[src/rtl/vga_timing_mixer_if.sv]
// vga_timing_mixer_if
// Bundles the raster/pixel side of the VGA mixer with the sprite replies it collects.
//   master modport (mixer): receives layer_rgb, layer_data, bg_rgb;
//                           drives hcount, vcount, pix_tick, hsync, vsync,
//                           video_on, red, green, blue, frame_start.
//   slave modport (sprite renderers / pins): the mirror image.
interface vga_timing_mixer_if #(
    parameter int N_LAYERS = 4
);
    logic [8*N_LAYERS-1:0] layer_rgb;
    logic [N_LAYERS-1:0]   layer_data;
    logic [7:0]            bg_rgb;
    logic [9:0]            hcount;
    logic [9:0]            vcount;
    logic                  pix_tick;
    logic                  hsync;
    logic                  vsync;
    logic                  video_on;
    logic [2:0]            red;
    logic [2:0]            green;
    logic [1:0]            blue;
    logic                  frame_start;

    modport master (
        input  layer_rgb, layer_data, bg_rgb,
        output hcount, vcount, pix_tick, hsync, vsync, video_on,
               red, green, blue, frame_start
    );

    modport slave (
        output layer_rgb, layer_data, bg_rgb,
        input  hcount, vcount, pix_tick, hsync, vsync, video_on,
               red, green, blue, frame_start
    );
endinterface

[src/rtl/vga_timing_mixer.sv]
// vga_timing_mixer
// Raster counter source and pixel sink for the sprite renderers. A clock
// divider produces one pixel tick every CLK_DIV clocks; on each tick the
// current (pre-increment) raster position and the sprite replies are turned
// into registered sync, video_on and 3-3-2 RGB, then hcount/vcount advance.
// Ports:
//   clock, reset      system clock, asynchronous active-high reset
//   vga (master)      layer_rgb/layer_data/bg_rgb in; hcount, vcount,
//                     pix_tick, hsync, vsync, video_on, red, green, blue,
//                     frame_start out
// Optional build macro VGA_MIXER_BORDER_EN: forces the outermost visible
// rows/columns to white for monitor alignment.
module vga_timing_mixer #(
    parameter int CLK_DIV   = 2,
    parameter int H_VISIBLE = 640,
    parameter int H_FRONT   = 16,
    parameter int H_SYNC    = 96,
    parameter int H_BACK    = 48,
    parameter int V_VISIBLE = 480,
    parameter int V_FRONT   = 10,
    parameter int V_SYNC    = 2,
    parameter int V_BACK    = 33,
    parameter int N_LAYERS  = 4
) (
    input  logic                 clock,
    input  logic                 reset,
    vga_timing_mixer_if.master   vga
);
    localparam int H_TOTAL = H_VISIBLE + H_FRONT + H_SYNC + H_BACK;
    localparam int V_TOTAL = V_VISIBLE + V_FRONT + V_SYNC + V_BACK;

    localparam logic [9:0] H_LAST     = 10'(H_TOTAL - 1);
    localparam logic [9:0] V_LAST     = 10'(V_TOTAL - 1);
    localparam logic [9:0] H_VIS      = 10'(H_VISIBLE);
    localparam logic [9:0] V_VIS      = 10'(V_VISIBLE);
    localparam logic [9:0] HS_START   = 10'(H_VISIBLE + H_FRONT);
    localparam logic [9:0] HS_END     = 10'(H_VISIBLE + H_FRONT + H_SYNC);
    localparam logic [9:0] VS_START   = 10'(V_VISIBLE + V_FRONT);
    localparam logic [9:0] VS_END     = 10'(V_VISIBLE + V_FRONT + V_SYNC);

    localparam int DIV_W = (CLK_DIV > 2) ? $clog2(CLK_DIV) : 1;
    localparam logic [DIV_W-1:0] DIV_LAST = DIV_W'(CLK_DIV - 1);

    logic [DIV_W-1:0] divider;
    logic             tick;
    logic             visible;
    logic             h_wrap;
    logic [7:0]       mix_rgb;
    logic [7:0]       pix_rgb;

    assign tick    = (divider == DIV_LAST);
    assign visible = (vga.hcount < H_VIS) && (vga.vcount < V_VIS);
    assign h_wrap  = (vga.hcount == H_LAST);

    // Walk from the lowest priority layer up so the lowest opaque index wins.
    always_comb begin
        mix_rgb = vga.bg_rgb;
        for (int i = N_LAYERS - 1; i >= 0; i--) begin
            if (vga.layer_data[i]) begin
                mix_rgb = vga.layer_rgb[8*i +: 8];
            end
        end
`ifdef VGA_MIXER_BORDER_EN
        if (vga.hcount == 10'd0 || vga.hcount == H_VIS - 10'd1 ||
            vga.vcount == 10'd0 || vga.vcount == V_VIS - 10'd1) begin
            mix_rgb = 8'hFF;
        end
`endif
        pix_rgb = visible ? mix_rgb : 8'h00;
    end

    // Sync, video_on and colour are all loaded on the same tick from the same
    // raster position, so they can never skew relative to each other.
    always_ff @(posedge clock or posedge reset) begin
        if (reset) begin
            divider         <= '0;
            vga.hcount      <= 10'd0;
            vga.vcount      <= 10'd0;
            vga.pix_tick    <= 1'b0;
            vga.hsync       <= 1'b1;
            vga.vsync       <= 1'b1;
            vga.video_on    <= 1'b0;
            vga.red         <= 3'd0;
            vga.green       <= 3'd0;
            vga.blue        <= 2'd0;
            vga.frame_start <= 1'b0;
        end else begin
            vga.pix_tick    <= tick;
            vga.frame_start <= tick && h_wrap && (vga.vcount == V_LAST);
            if (tick) begin
                divider      <= '0;
                vga.hsync    <= !((vga.hcount >= HS_START) && (vga.hcount < HS_END));
                vga.vsync    <= !((vga.vcount >= VS_START) && (vga.vcount < VS_END));
                vga.video_on <= visible;
                vga.red      <= pix_rgb[7:5];
                vga.green    <= pix_rgb[4:2];
                vga.blue     <= pix_rgb[1:0];
                if (h_wrap) begin
                    vga.hcount <= 10'd0;
                    vga.vcount <= (vga.vcount == V_LAST) ? 10'd0 : vga.vcount + 10'd1;
                end else begin
                    vga.hcount <= vga.hcount + 10'd1;
                end
            end else begin
                divider <= divider + DIV_W'(1);
            end
        end
    end
endmodule

[src/flat_wrapper.sv]
// flat-port wrapper written by rule: the top's interface ports become plain ports
module vga_timing_mixer_flat 
#(
    parameter int CLK_DIV   = 2,
    parameter int H_VISIBLE = 640,
    parameter int H_FRONT   = 16,
    parameter int H_SYNC    = 96,
    parameter int H_BACK    = 48,
    parameter int V_VISIBLE = 480,
    parameter int V_FRONT   = 10,
    parameter int V_SYNC    = 2,
    parameter int V_BACK    = 33,
    parameter int N_LAYERS  = 4
)
  (clock, reset, vga_layer_rgb, vga_layer_data, vga_bg_rgb, vga_hcount, vga_vcount, vga_pix_tick, vga_hsync, vga_vsync, vga_video_on, vga_red, vga_green, vga_blue, vga_frame_start);
  vga_timing_mixer_if #(.N_LAYERS(N_LAYERS)) vga_i ();
  input  logic clock;
  input  logic reset;
  input wire logic [$bits(vga_i.layer_rgb)-1:0] vga_layer_rgb;
  input wire logic [$bits(vga_i.layer_data)-1:0] vga_layer_data;
  input wire logic [$bits(vga_i.bg_rgb)-1:0] vga_bg_rgb;
  output wire logic [$bits(vga_i.hcount)-1:0] vga_hcount;
  output wire logic [$bits(vga_i.vcount)-1:0] vga_vcount;
  output wire logic [$bits(vga_i.pix_tick)-1:0] vga_pix_tick;
  output wire logic [$bits(vga_i.hsync)-1:0] vga_hsync;
  output wire logic [$bits(vga_i.vsync)-1:0] vga_vsync;
  output wire logic [$bits(vga_i.video_on)-1:0] vga_video_on;
  output wire logic [$bits(vga_i.red)-1:0] vga_red;
  output wire logic [$bits(vga_i.green)-1:0] vga_green;
  output wire logic [$bits(vga_i.blue)-1:0] vga_blue;
  output wire logic [$bits(vga_i.frame_start)-1:0] vga_frame_start;
  assign vga_i.layer_rgb = vga_layer_rgb;
  assign vga_i.layer_data = vga_layer_data;
  assign vga_i.bg_rgb = vga_bg_rgb;
  assign vga_hcount = vga_i.hcount;
  assign vga_vcount = vga_i.vcount;
  assign vga_pix_tick = vga_i.pix_tick;
  assign vga_hsync = vga_i.hsync;
  assign vga_vsync = vga_i.vsync;
  assign vga_video_on = vga_i.video_on;
  assign vga_red = vga_i.red;
  assign vga_green = vga_i.green;
  assign vga_blue = vga_i.blue;
  assign vga_frame_start = vga_i.frame_start;
  vga_timing_mixer #(.CLK_DIV(CLK_DIV), .H_VISIBLE(H_VISIBLE), .H_FRONT(H_FRONT), .H_SYNC(H_SYNC), .H_BACK(H_BACK), .V_VISIBLE(V_VISIBLE), .V_FRONT(V_FRONT), .V_SYNC(V_SYNC), .V_BACK(V_BACK), .N_LAYERS(N_LAYERS)) u_core (.clock(clock), .reset(reset), .vga(vga_i));
endmodule
[config.mk]
export PLATFORM = sky130hd
export DESIGN_NAME = vga_timing_mixer_flat
export DESIGN_NICKNAME = d
export VERILOG_FILES = /design/src/rtl/vga_timing_mixer_if.sv /design/src/rtl/vga_timing_mixer.sv /design/src/flat_wrapper.sv
export SDC_FILE = /design/constraint.sdc
export NUM_CORES = 1
export LEC_CHECK = 0
export CAP_MARGIN = 20
export CORE_MARGIN = 2
export CORE_UTILIZATION = 43
export DETAILED_ROUTE_END_ITERATION = 8
export PLACE_DENSITY = 0.91
export SYNTH_ARGS = -nofsm -noshare
export SYNTH_HDL_FRONTEND = slang
export SYNTH_SLANG_ARGS = --single-unit
[constraint.sdc]
create_clock -name clock -period 2.2 [get_ports clock]
set_input_delay 0.55 -clock clock [delete_from_list [all_inputs] [get_ports clock]]
set_output_delay 0.55 -clock clock [all_outputs]
set_load 0.02 [all_outputs]
### Yosys cells after proc, flatten, opt, wreduce, memory -nomap -nowiden

Cells that the tools add are included.

* flip-flop bits (word level): 34
* input port bits: 46
* output and inout bits: 33
* word-level logic and storage cells: 38

* add/sub/neg operators: 3
* $lt $le $gt $ge: 6
* equality and inequality tests: 2
* mux-type cells: 8
* reduce and logical (&&, ||, !) cells: 8

Operators with widths (number)
* two-way mux 8 bit: 5
* adder 10 x 1 -> 10 bit, second input constant: 2
* == test 10 bit, second input constant: 2
* < comparator 10 bit, second input constant: 2
* < comparator 10 x 9 -> 1 bit, second input constant: 2
* two-way mux 10 bit: 2
* greater-or-equal comparator 10 bit, second input constant: 1
* greater-or-equal comparator 10 x 9 -> 1 bit, second input constant: 1
* logical AND 1 bit: 5
* logical NOT 1 bit: 2
* AND reduction 2 bit: 1
* adder 1 bit, second input constant: 1
* two-way mux 1 bit: 1

### Logic depth before layout (Yosys ltp)

* depth in word-level cells: 5
* mapped depth: 6
* mapped depth without buffers: 6

### Worst setup path after synthesis

OpenSTA, ideal clock, no wires.

* path kind: flip-flop to flip-flop
* start: register u_core.vga.hcount[0]
* end: register u_core.vga.vcount[9]
* setup time: 69 ps
* arrival: 1903 ps
* data required time: 2131 ps
* slack: 227 ps
* cell stages (with the launch flop): 6
* path buffers: 0
* clock period less this slack: 1973 ps
* path through: dfrtp_1 > ha_1 > nand2_1 > or4_4 > or4_1 > nand3_1

* longest elaborated chain between the ends: 2

Ends and longest elaborated chain
* start, declared: RTL line vga_timing_mixer_if.sv:26 `output hcount, vcount, pix_tick, hsync, vsync, video_on,`
* start signal, assigned: RTL line vga_timing_mixer.sv:102 `vga.hcount <= vga.hcount + 10'd1;`
* == test 10 bit: RTL line vga_timing_mixer.sv:53 `assign h_wrap = (vga.hcount == H_LAST);`
* AND reduction 2 bit (no line)
* end signal, assigned: RTL line vga_timing_mixer.sv:100 `vga.vcount <= (vga.vcount == V_LAST) ? 10'd0 : vga.vcount + 10'd1;`
* end, declared: RTL line vga_timing_mixer_if.sv:26

No other way between the ends.
A chain may end at the register's enable or synchronous reset.

### Worst setup path in the final report

* start: register u_core.vga.hcount[5]
* end: output port vga_hcount[5]

RTL lines
* end, declared: RTL line flat_wrapper.sv:22 `output wire logic [$bits(vga_i.hcount)-1:0] vga_hcount;`

No word-level cell between the ends.

==> reports/metrics.cfg <==
[floorplanning]
core_area_sq_mm=0.00429
initial_core_util_pct=44.1
io_pins=79
rows=24
chipWidth_um=70.4
die-height_um=70.4
dieArea_sq_mm=0.00495

[clocking]
clk_pin_slew_ns=0.07
clock-sinks=34
root_buffer=clkbuf_8
post_cts_buffers=0
cts-htree-levels=2
cts_buffers=5
cts_resized=0
ctsLongestPathBuffers=2
clkLatencyLatePin_ns=0.29
cts_tree=done
ctsHoldBuffers=0

[global_route]
met2_usage_pct=34.5
track_usage_pct=21.2
antenna_found_initial=0
grt_pass1_wl_um=8160
grtUsageMet3_pct=6.49
gr-usage-met1_pct=27.0
grt_max_degree=35
grt.busiest_layer=met2
grt_pass1_vias=1703
grt_overflow=0

[setup_path]
critPathMaxStageDelay_ns=0.67
crit_buf_inv=1
crit_type=reg2out
crit_family=buffers and inverters
cp-start-kind=flop
worst_path_max_delay_cell=clkdlybuf4s50_1
worstPathCellList=clkdlybuf4s50_1
worstPathMaxFanout=8
critical_path_arrival_ns=1.47
cp-end-kind=primary output
crit_required_ns=1.65

[sta]
slew_headroom_pct=66.4
skew_ns=0.00547
hold_violations=0
max_freq_mhz=494
report.final.setup_viol=0
worst_pin_slew_ns=0.502
fin_crit_sh_pct=91.9
rsz0062_at_grt=no
holdWs_ns=0.490
timing_max_transition_violations_final=0
fin_crit_ns=2.02
fin_tns_setup_ns=0

[detailed_routing]
route.detailed.drc=0
final_antenna_net_count=0
dr_total_vias=1781
wire_per_inst_um=15.2
detail_route.first_pass.iterations=4
drt_iter0_markers=54
vias_per_cell=5.35
routed_wl_um=5060

[yosys]
synth_nets=242
async_flop_share_pct=100
synth_edf_count=0
synth-seq-area-share_pct=45.1
ys_dominant_reg_cell=dfrtp_1
ys_warn_count=0
synth.distinct_cells=37
synth-seq-cells=34
postSynthAreaPerCell_sq_um=9.86
synth.cell_area_sq_mm=0.00189
synthCells=192

[cells_and_area]
seq_area_sq_um=853
utilization_pct=67.1
layout-drive-gt1-share_pct=10.7
fillers=342
antenna_cells=0
multi_input_comb_area_sq_um=965
nNetsFinal=330
syn2layout_area_growth_pct=52.1

[power]
pwr-share-clk_pct=35.8
p_sw_w=0.000314
p_int_w=0.00103
powerDensity_mw_per_mm2=467
leakage_nw=1.20
pwr-share-seq_pct=48.1
peakVddDrop_uv=288
swShare_pct=23.3
p_comb_share_pct=16.1

[placed_design]
portBuffers=78
place.gp.congestion=0.844
hpwl_um=3790

[flow_run]
max-cap-violations=0

[hold_path]
hold_class=reg2reg

[status]
status=complete, no violations

==> cells by family (layout without fill, tap and decap cells) <==
group	after synthesis	after routing	share of synthesized area [%]
simple gates	76	76	21.8
flops	34	34	45.1
fa+ha+maj	4	4	2.64
buf+inv	17	106	3.97
mux	17	17	9.52
compound gates	33	33	11.9
xor+xnor	11	11	5.09
==> per-stage QoR <==
| step | cells | power, W | worst slack (ns) | area, sq um |
|---|---|---|---|---|
| after floorplan | 192 | 0.000741 | 0.227 | 1890 |
| after global placement | 325 | 0.000872 | 0.0582 | 2790 |
| after detailed placement | 325 | 0.000875 | -0.00441 | 2790 |
| after CTS | 333 | 0.00136 | 0.160 | 2880 |
| after global routing | 333 | 0.00141 | 0.103 | 2880 |
| final | 333 | 0.00134 | 0.177 | 2880 |
==> state kept, by name, summed over array words and instances, names as in the netlist <==
name / flops
u_core.vga.blue: 2
u_core.vga.hcount: 10
u_core.vga.pix_tick: 1
u_core.vga.video_on: 1
u_core.vga.vsync: 1
u_core.vga.frame_start: 1
u_core.divider: 1
u_core.vga.green: 3
u_core.vga.hsync: 1
u_core.vga.vcount: 10
u_core.vga.red: 3
==> area by class of cell <==
type / instances / share of cell area (%)
Multi-Input combinational cell: 141 / 33.5
Timing Repair Buffer: 88 / 30.1
Sequential cell: 34 / 29.6
Clock buffer: 7 / 3.00
Tap cell: 52 / 2.26
Inverter: 10 / 1.30
Clock inverter: 1 / 0.174
==> synthesized netlist by cell type (5+ instances only) <==
master	count	area share, %
dfrtp_1	32	42
nand2_1	17	3.4
o21ai_0	16	4.2
nor2_1	15	3.0
inv_1	10	2.0
nor2b_1	10	3.3
mux2i_1	9	4.8
a221o_1	8	4.2
mux2_2	8	4.8
xnor2_1	8	3.7
nand3_1	7	1.9
nand4_1	5	1.7
==> cells in the final DEF (no fill, tap or decap), drive strengths merged, types with 4 or more instances in the layout <==
master | Yosys | layout
xnor2 | 8 | 8
nand3 | 8 | 8
ha | 4 | 4
nor3 | 4 | 4
nand4 | 5 | 5
nor2b | 10 | 10
mux2 | 8 | 8
o21ai | 16 | 16
clkdlybuf4s50 | 0 | 78
nand2 | 17 | 17
mux2i | 9 | 9
buf | 3 | 10
a221o | 8 | 8
nor2 | 15 | 15
inv | 10 | 10
dfrtp | 32 | 32
nor4 | 5 | 5
clkbuf | 4 | 7
==> routing by layer <==
layer / wire [um] / vias up
met3: 425 / 5
met5: 0 / -
met1: 2180 / 829
met4: 59 / 0
li1: - / 867
met2: 2390 / 80
==> power by group through the flow <==
stage | registers, W | logic, W | clock network (W)
after global routing | 0.000647 | 0.000232 | 0.000527
after CTS | 0.000646 | 0.000220 | 0.000498
final | 0.000646 | 0.000216 | 0.000482
after floorplan | 0.000673 | 0.0000672 | 0
after global placement | 0.000658 | 0.000215 | 0
after detailed placement | 0.000658 | 0.000218 | 0
==> final timing paths <==
check | depth (start not counted) | slack [ns] | start | to
max reg2reg | 5 | 0.26 | u_core.vga.hcount[0] | u_core.vga.vcount[9]
min in group asynchronous | 3 | 0.61 | reset | u_core.vga.pix_tick
max in group asynchronous | 3 | 1.34 | reset | u_core.vga.hsync
min | 2 | 0.49 | u_core.vga.hsync | u_core.vga.hsync
min reg2reg | 2 | 0.49 | u_core.vga.hsync | u_core.vga.hsync
max | 1 | 0.18 | u_core.vga.hcount[5] | vga_hcount[5]
No activity file was read; power rests on OpenSTA's default activity.
